==> src/rtl/i2c_slave_pkg.sv <==
// Shared types and constants for the I2C EEPROM slave byte sequencer.
// Optional macro I2C_SLAVE_GLITCH_FILTER_EN uses the maj3() helper below.
package i2c_slave_pkg;

    typedef enum logic [3:0] {
        S_IDLE,
        S_DEVADDR,
        S_DEVACK,
        S_WADDR,
        S_WADDRACK,
        S_WRDATA,
        S_WRACK,
        S_RDLOAD,
        S_RDDATA,
        S_RDACK,
        S_WAITSTOP
    } state_e;

    localparam logic        ACK_BIT          = 1'b0;
    localparam logic        NACK_BIT         = 1'b1;
    localparam int unsigned RW_BIT           = 0;
    localparam logic [6:0]  DEV_ADDR_DEFAULT = 7'h50;

    function automatic logic maj3(input logic [2:0] s);
        return (s[0] & s[1]) | (s[0] & s[2]) | (s[1] & s[2]);
    endfunction

endpackage

==> src/rtl/i2c_bus_monitor.sv <==
// SCL/SDA synchronizers and registered START/STOP/edge pulse generation.
// I2C_SLAVE_GLITCH_FILTER_EN inserts a 3-sample majority filter after the synchronizers.
module i2c_bus_monitor
    import i2c_slave_pkg::*;
#(
    parameter int unsigned SYNC_STAGES = 2
) (
    input  logic clk,
    input  logic reset_n,
    input  logic scl_i,
    input  logic sda_i,
    output logic scl,
    output logic sda,
    output logic scl_rise,
    output logic scl_fall,
    output logic start,
    output logic stop
);

    logic [SYNC_STAGES-1:0] scl_sync;
    logic [SYNC_STAGES-1:0] sda_sync;
    logic                   scl_c;
    logic                   sda_c;
    logic                   scl_d;
    logic                   sda_d;

    always_ff @(posedge clk or negedge reset_n) begin
        if (!reset_n) begin
            scl_sync <= '1;
            sda_sync <= '1;
        end else begin
            scl_sync <= {scl_sync[SYNC_STAGES-2:0], scl_i};
            sda_sync <= {sda_sync[SYNC_STAGES-2:0], sda_i};
        end
    end

`ifdef I2C_SLAVE_GLITCH_FILTER_EN
    logic [2:0] scl_hist;
    logic [2:0] sda_hist;
    logic       scl_f;
    logic       sda_f;

    always_ff @(posedge clk or negedge reset_n) begin
        if (!reset_n) begin
            scl_hist <= '1;
            sda_hist <= '1;
            scl_f    <= 1'b1;
            sda_f    <= 1'b1;
        end else begin
            scl_hist <= {scl_hist[1:0], scl_sync[SYNC_STAGES-1]};
            sda_hist <= {sda_hist[1:0], sda_sync[SYNC_STAGES-1]};
            scl_f    <= maj3(scl_hist);
            sda_f    <= maj3(sda_hist);
        end
    end

    assign scl_c = scl_f;
    assign sda_c = sda_f;
`else
    assign scl_c = scl_sync[SYNC_STAGES-1];
    assign sda_c = sda_sync[SYNC_STAGES-1];
`endif

    // Pulses are registered so they line up with the delayed levels on scl/sda.
    always_ff @(posedge clk or negedge reset_n) begin
        if (!reset_n) begin
            scl_d    <= 1'b1;
            sda_d    <= 1'b1;
            scl_rise <= 1'b0;
            scl_fall <= 1'b0;
            start    <= 1'b0;
            stop     <= 1'b0;
        end else begin
            scl_d    <= scl_c;
            sda_d    <= sda_c;
            scl_rise <= scl_c & ~scl_d;
            scl_fall <= ~scl_c & scl_d;
            start    <= scl_c & scl_d & sda_d & ~sda_c;
            stop     <= scl_c & scl_d & ~sda_d & sda_c;
        end
    end

    assign scl = scl_d;
    assign sda = sda_d;

endmodule

==> src/rtl/i2c_eeprom_slave_ctrl.sv <==
// I2C EEPROM slave byte sequencer: address decode, ACK/read-data drive, memory port.
// Build option I2C_SLAVE_GLITCH_FILTER_EN enables majority filtering in i2c_bus_monitor.
module i2c_eeprom_slave_ctrl
    import i2c_slave_pkg::*;
#(
    parameter logic [6:0]  DEV_ADDR    = DEV_ADDR_DEFAULT,
    parameter int unsigned ADDR_W      = 8,
    parameter int unsigned SYNC_STAGES = 2
) (
    input  logic              clk,
    input  logic              reset_n,
    input  logic              scl_i,
    input  logic              sda_i,
    output logic              sda_oe,
    output logic [ADDR_W-1:0] mem_addr,
    output logic [7:0]        mem_wdata,
    output logic              mem_we,
    output logic              mem_re,
    input  logic [7:0]        mem_rdata,
    output logic              busy
);

    logic bus_scl, bus_sda, scl_rise, scl_fall, start, stop;

    i2c_bus_monitor #(.SYNC_STAGES(SYNC_STAGES)) u_bus_monitor (
        .clk      (clk),
        .reset_n  (reset_n),
        .scl_i    (scl_i),
        .sda_i    (sda_i),
        .scl      (bus_scl),
        .sda      (bus_sda),
        .scl_rise (scl_rise),
        .scl_fall (scl_fall),
        .start    (start),
        .stop     (stop)
    );

    state_e            state, state_n;
    logic [2:0]        cnt, cnt_n;
    logic [7:0]        shreg, shreg_n;
    logic              rw, rw_n;
    logic [ADDR_W-1:0] addr_n;
    logic [7:0]        wdata_n;
    logic              sda_oe_n, busy_n, we_n, re_n;
    logic              byte_done, byte_done_n;
    logic [1:0]        rd_ph, rd_ph_n;
    logic              lead, lead_n;

    logic       rx_state, rx_bit, rx_last;
    logic [7:0] byte_in;

    assign rx_state = (state == S_DEVADDR) || (state == S_WADDR) || (state == S_WRDATA);
    assign rx_bit   = rx_state && scl_rise && !byte_done;
    assign rx_last  = rx_bit && (cnt == 3'd7);
    assign byte_in  = {shreg[6:0], bus_sda};

    always_ff @(posedge clk or negedge reset_n) begin
        if (!reset_n) begin
            state     <= S_IDLE;
            cnt       <= '0;
            shreg     <= '0;
            rw        <= 1'b0;
            mem_addr  <= '0;
            mem_wdata <= '0;
            sda_oe    <= 1'b0;
            busy      <= 1'b0;
            mem_we    <= 1'b0;
            mem_re    <= 1'b0;
            byte_done <= 1'b0;
            rd_ph     <= '0;
            lead      <= 1'b0;
        end else begin
            state     <= state_n;
            cnt       <= cnt_n;
            shreg     <= shreg_n;
            rw        <= rw_n;
            mem_addr  <= addr_n;
            mem_wdata <= wdata_n;
            sda_oe    <= sda_oe_n;
            busy      <= busy_n;
            mem_we    <= we_n;
            mem_re    <= re_n;
            byte_done <= byte_done_n;
            rd_ph     <= rd_ph_n;
            lead      <= lead_n;
        end
    end

    always_comb begin
        state_n     = state;
        cnt_n       = cnt;
        shreg_n     = shreg;
        rw_n        = rw;
        addr_n      = mem_addr;
        wdata_n     = mem_wdata;
        sda_oe_n    = sda_oe;
        busy_n      = busy;
        we_n        = 1'b0;
        re_n        = 1'b0;
        byte_done_n = byte_done;
        rd_ph_n     = rd_ph;
        lead_n      = lead;

        // The data write is decided independently of START/STOP in the same cycle.
        if (rx_last && state == S_WRDATA) begin
            we_n    = 1'b1;
            wdata_n = byte_in;
        end

        if (start) begin
            state_n     = S_DEVADDR;
            cnt_n       = '0;
            sda_oe_n    = 1'b0;
            byte_done_n = 1'b0;
            rd_ph_n     = '0;
            lead_n      = 1'b0;
        end else if (stop) begin
            state_n     = S_IDLE;
            cnt_n       = '0;
            sda_oe_n    = 1'b0;
            busy_n      = 1'b0;
            byte_done_n = 1'b0;
        end else begin
            case (state)
                S_DEVADDR, S_WADDR, S_WRDATA: begin
                    if (byte_done && scl_fall) begin
                        byte_done_n = 1'b0;
                        sda_oe_n    = 1'b1;
                        state_n     = (state == S_DEVADDR) ? S_DEVACK :
                                      (state == S_WADDR)   ? S_WADDRACK : S_WRACK;
                    end else if (rx_bit) begin
                        shreg_n     = byte_in;
                        cnt_n       = cnt + 3'd1;
                        byte_done_n = rx_last;
                    end
                    if (rx_last && state == S_DEVADDR) begin
                        if (byte_in[7:1] == DEV_ADDR) begin
                            busy_n = 1'b1;
                            rw_n   = byte_in[RW_BIT];
                        end else begin
                            busy_n      = 1'b0;
                            byte_done_n = 1'b0;
                            state_n     = S_WAITSTOP;
                        end
                    end
                    if (rx_last && state == S_WADDR)
                        addr_n = ADDR_W'(byte_in);
                end
                S_DEVACK: if (scl_fall) begin
                    sda_oe_n = 1'b0;
                    cnt_n    = '0;
                    rd_ph_n  = '0;
                    state_n  = rw ? S_RDLOAD : S_WADDR;
                end
                S_WADDRACK: if (scl_fall) begin
                    sda_oe_n = 1'b0;
                    cnt_n    = '0;
                    state_n  = S_WRDATA;
                end
                S_WRACK: if (scl_fall) begin
                    sda_oe_n = 1'b0;
                    cnt_n    = '0;
                    addr_n   = mem_addr + 1'b1;
                    state_n  = S_WRDATA;
                end
                S_RDLOAD: begin
                    case (rd_ph)
                        2'd0: begin
                            re_n    = 1'b1;
                            rd_ph_n = 2'd1;
                        end
                        2'd1: rd_ph_n = 2'd2;
                        default: begin
                            // After a master ACK SCL is still high; hold the MSB until the fall.
                            shreg_n  = mem_rdata;
                            cnt_n    = '0;
                            rd_ph_n  = '0;
                            state_n  = S_RDDATA;
                            lead_n   = bus_scl;
                            sda_oe_n = bus_scl ? 1'b0 : ~mem_rdata[7];
                        end
                    endcase
                end
                S_RDDATA: if (scl_fall) begin
                    if (lead) begin
                        lead_n   = 1'b0;
                        sda_oe_n = ~shreg[7];
                    end else if (cnt == 3'd7) begin
                        sda_oe_n = 1'b0;
                        state_n  = S_RDACK;
                    end else begin
                        shreg_n  = {shreg[6:0], 1'b0};
                        sda_oe_n = ~shreg[6];
                        cnt_n    = cnt + 3'd1;
                    end
                end
                S_RDACK: if (scl_rise) begin
                    if (bus_sda == ACK_BIT) begin
                        addr_n  = mem_addr + 1'b1;
                        rd_ph_n = '0;
                        state_n = S_RDLOAD;
                    end else begin
                        busy_n  = 1'b0;
                        state_n = S_WAITSTOP;
                    end
                end
                S_IDLE, S_WAITSTOP: sda_oe_n = 1'b0;
                default: begin
                    state_n  = S_IDLE;
                    sda_oe_n = 1'b0;
                end
            endcase
        end
    end

endmodule

==> config.mk <==
export PLATFORM = sky130hd
export DESIGN_NAME = i2c_eeprom_slave_ctrl
export DESIGN_NICKNAME = d
export VERILOG_FILES = /design/src/rtl/i2c_slave_pkg.sv /design/src/rtl/i2c_bus_monitor.sv /design/src/rtl/i2c_eeprom_slave_ctrl.sv
export SDC_FILE = /design/constraint.sdc
export NUM_CORES = 1
export LEC_CHECK = 0
export BUFFER_PORTS_ARGS = -buffer_cell sky130_fd_sc_hd__buf_2
export CAP_MARGIN = 5
export CORE_UTILIZATION = 58
export CTS_CLUSTER_DIAMETER = 40
export CTS_CLUSTER_SIZE = 28
export DETAILED_ROUTE_END_ITERATION = 7
export GPL_ROUTABILITY_DRIVEN = 1
export PLACE_DENSITY = 0.79
export SETUP_SLACK_MARGIN = 0.4
export SLEW_MARGIN = 10
export SYNTH_ARGS = -nofsm -noshare
export SYNTH_HDL_FRONTEND = slang
export SYNTH_SLANG_ARGS = --single-unit
==> constraint.sdc <==
create_clock -name clk -period 2.75 [get_ports clk]
set_clock_uncertainty 0.2 [all_clocks]
set_input_delay 0.55 -clock clk [delete_from_list [all_inputs] [get_ports clk]]
set_output_delay 0.55 -clock clk [all_outputs]
set_load 0.01 [all_outputs]
==> run metrics <==
Synth area leader=dfrtp_1; share of the yosys chip area belonging to registers=0.4583; HP Class=primary input to async pin; Tot GR Track Use=0.2684; die width=70.81 um; nets=around 340; initial antenna violation count=0; largest net degree at the start of global routing=27; site row count=24; routability cong.=0.9414; Syn Nets=between 300 and 400; Post-synth EDFFs=0; Post-Syn Area=2746 um^2; count leader, synth=dfrtp_1; Detailed Route Iter0 Violations=255; max-slew violations=0; Via density=6.251; drt wl/cell=roughly 17 um; status=finished clean; clock-pin transition on the worst setup and hold timing paths=0.09 ns; Worst setup EP type=flip-flop; Layout area overhead=15.40%; first-pass GRT wire length=around 10000 um; CTS tree=done; Clock Latency Late Sink=0.30 ns; Routed Wire Length=6487 um; # diodes=0; Num CTS Buffers=5; Area contributors post-synth=dfrtp_1, mux2_2, nand2_1; ANT nets after route=0; Worst Tran Pin Value=~0.58 ns; Post-synth ARST share=1.000; RSZ-0062 raised after global routing=no; HPWL after DPL=4627 um; critical path peak fanout=4; Worst Setup Start Kind=flip-flop; placed inst area=3004 um^2; # DRC=0; Filler cells=326; Slew Limit Headroom=0.6109; Worst VDD drop=between 0.4 and 0.5 mV; number of port buffers=31; # hold bufs at CTS=0; Core ar.=4444 um^2; Final period util=0.8328; Final Hold Fails=0; number of global-route vias before repair=2266; GRT overflow=0; H-tree depth=2; post-synthesis cell type count=52; power per cell area=~630 nW/um^2; Sum Neg Setup Slack=0 ns; syn_area_per_cell=9.503 um^2; Synth Flop Type=dfrtp_1; CTS Root Cell=clkbuf_8; synthesis warning total=0; top cells by count, synth=dfrtp_1, nand2_1, nor2_1; Critical Path RT=2.74 ns; maximum clock path buffer count=2; Synth Instances=~290; Static Leak=approximately 1.5 nW; Synth Register Bits=50; TritonRoute pass-1 iters=7; CTS sink cnt=50; Max Cap Violations=0; Max Fclk=436.6 MHz; die height=between 70 and 80 um; final instance area=3169 um^2; share of cells above drive strength 1=0.2939; Final Critical Period=2.290 ns; routed via count=about 2400; CP arrival=2.28 ns; Yosys top cell area share=0.4009; Crit Path Category=flip-flop to flip-flop; initial core utilization=0.6180; Top Ports=32; die area=5014 um^2; # setup viols final=0
## report_power, final
group          leakage, nW  internal (W)  total [W]  switching [W]
Combinational        0.824      0.000293   0.000571       0.000278
Clock               0.0452      0.000180   0.000420       0.000240
Sequential           0.650      0.000840    0.00100       0.000160
## final timing paths
| path | from | cells past startpoint | end | slack (ns) |
|---|---|---|---|---|
| worst max-delay path | cnt[0] | 8 | state[0] | 0.46 |
| worst min-delay path | reset_n | 1 | state[1] | 0.04 |
| worst max register to register | cnt[0] | 8 | state[0] | 0.46 |
| worst min register to register | u_bus_monitor.sda_sync[0] | 0 | u_bus_monitor.sda_sync[1] | 0.16 |
| max in group asynchronous | reset_n | 2 | shreg[1] | 1.78 |
| min in group clk | scl_i | 1 | u_bus_monitor.scl_sync[0] | 0.15 |
## layout make-up
| class | count | area, um^2 | share of cell area |
|---|---|---|---|
| Tap cell | 52 | 65.06 | 0.02053 |
| Inverter | 5 | 18.77 | 0.005922 |
| Clock buffer | 6 | 72.57 | 0.02290 |
| Multi-Input combinational cell | 220 | 1435 | 0.4528 |
| Clock inverter | 2 | 13.76 | 0.004343 |
| Sequential cell | 50 | 1264 | 0.3987 |
| Timing Repair Buffer | 47 | 300.3 | 0.09475 |
## registers in the layout (all words and copies together), names as in the netlist, 2 cells and up
register                flops
cnt                         3
mem_addr                    8
mem_wdata                   8
rd_ph                       2
shreg                       8
state                       4
u_bus_monitor.scl_sync      2
u_bus_monitor.sda_sync      2
## repair_timing
| action | CTS | global route |
|---|---|---|
| pin swaps | 1 | 2 |
| setup endpoints to repair | 16 | 22 |
| resized for setup | 4 | 4 |
| buffers inserted | 0 | 5 |
## critical path, cell delays in order (launching register included)
cell and delay (ns):
dfrtp_1 0.37, ha_1 0.15, ha_1 0.20, nand3b_1 0.16, buf_4 0.19, nor4_2 0.25, nand2_1 0.13, a211o_1 0.27
mux2_2 0.27
## placed cells by master, fill, tap and decap left out, types with 3 or more instances in the layout
| master | instances |
|---|---|
| nand3b_1 | 3 |
| nor3b_1 | 3 |
| dfrtp_1 | 40 |
| nor3_1 | 6 |
| nand3_1 | 15 |
| a31oi_1 | 5 |
| inv_1 | 5 |
| nor2b_1 | 4 |
| a21o_1 | 3 |
| nor4_1 | 3 |
| nand2b_1 | 6 |
| buf_4 | 14 |
| mux2_2 | 18 |
| mux2i_1 | 9 |
| buf_2 | 31 |
| nand2_1 | 43 |
| and3_1 | 5 |
| dfstp_2 | 6 |
| clkbuf_8 | 5 |
| a21oi_1 | 10 |
| o21ai_0 | 14 |
| ha_1 | 3 |
| nor2_1 | 26 |
| dfrtp_2 | 4 |
## kinds of logic after synthesis
kind of cell | count (synthesis) | synth area share
DFF | 50 | 0.4583
adders and majority gates | 3 | 0.01367
AOI/OAI and AO/OA | 58 | 0.1467
and+or+nand+nor | 132 | 0.2469
muxes | 27 | 0.1066
buffers and inverters | 19 | 0.02779
## metal layers
metal | wire length, um | global-route usage | up-vias | share of wire
met4 | 110 | 0.08222 | 0 | 0.017
met2 | 3092 | 0.4284 | 106 | 0.48
li1 | - | - | 1114 | -
met3 | 351 | 0.06125 | 14 | 0.054
met1 | 2933 | 0.3686 | 1154 | 0.45
met5 | 0 | 0 | - | 0
## stage by stage
stage	utilization	std cells	worst slack [ns]	total power, W	hold slack, ns
global route	0.7131	382	0.4009	0.002102	0.09314
global placement	0.6760	369	0.3455	0.001514	0.1496
floorplan	-	289	0.6100	0.001388	0.05441
CTS	0.6979	377	0.4286	0.001957	0.05408
detailed placement	0.6760	369	0.3022	0.001542	0.1470
finish	0.7131	382	0.4598	0.001991	0.04014
No activity file was read; power rests on OpenSTA's default activity.
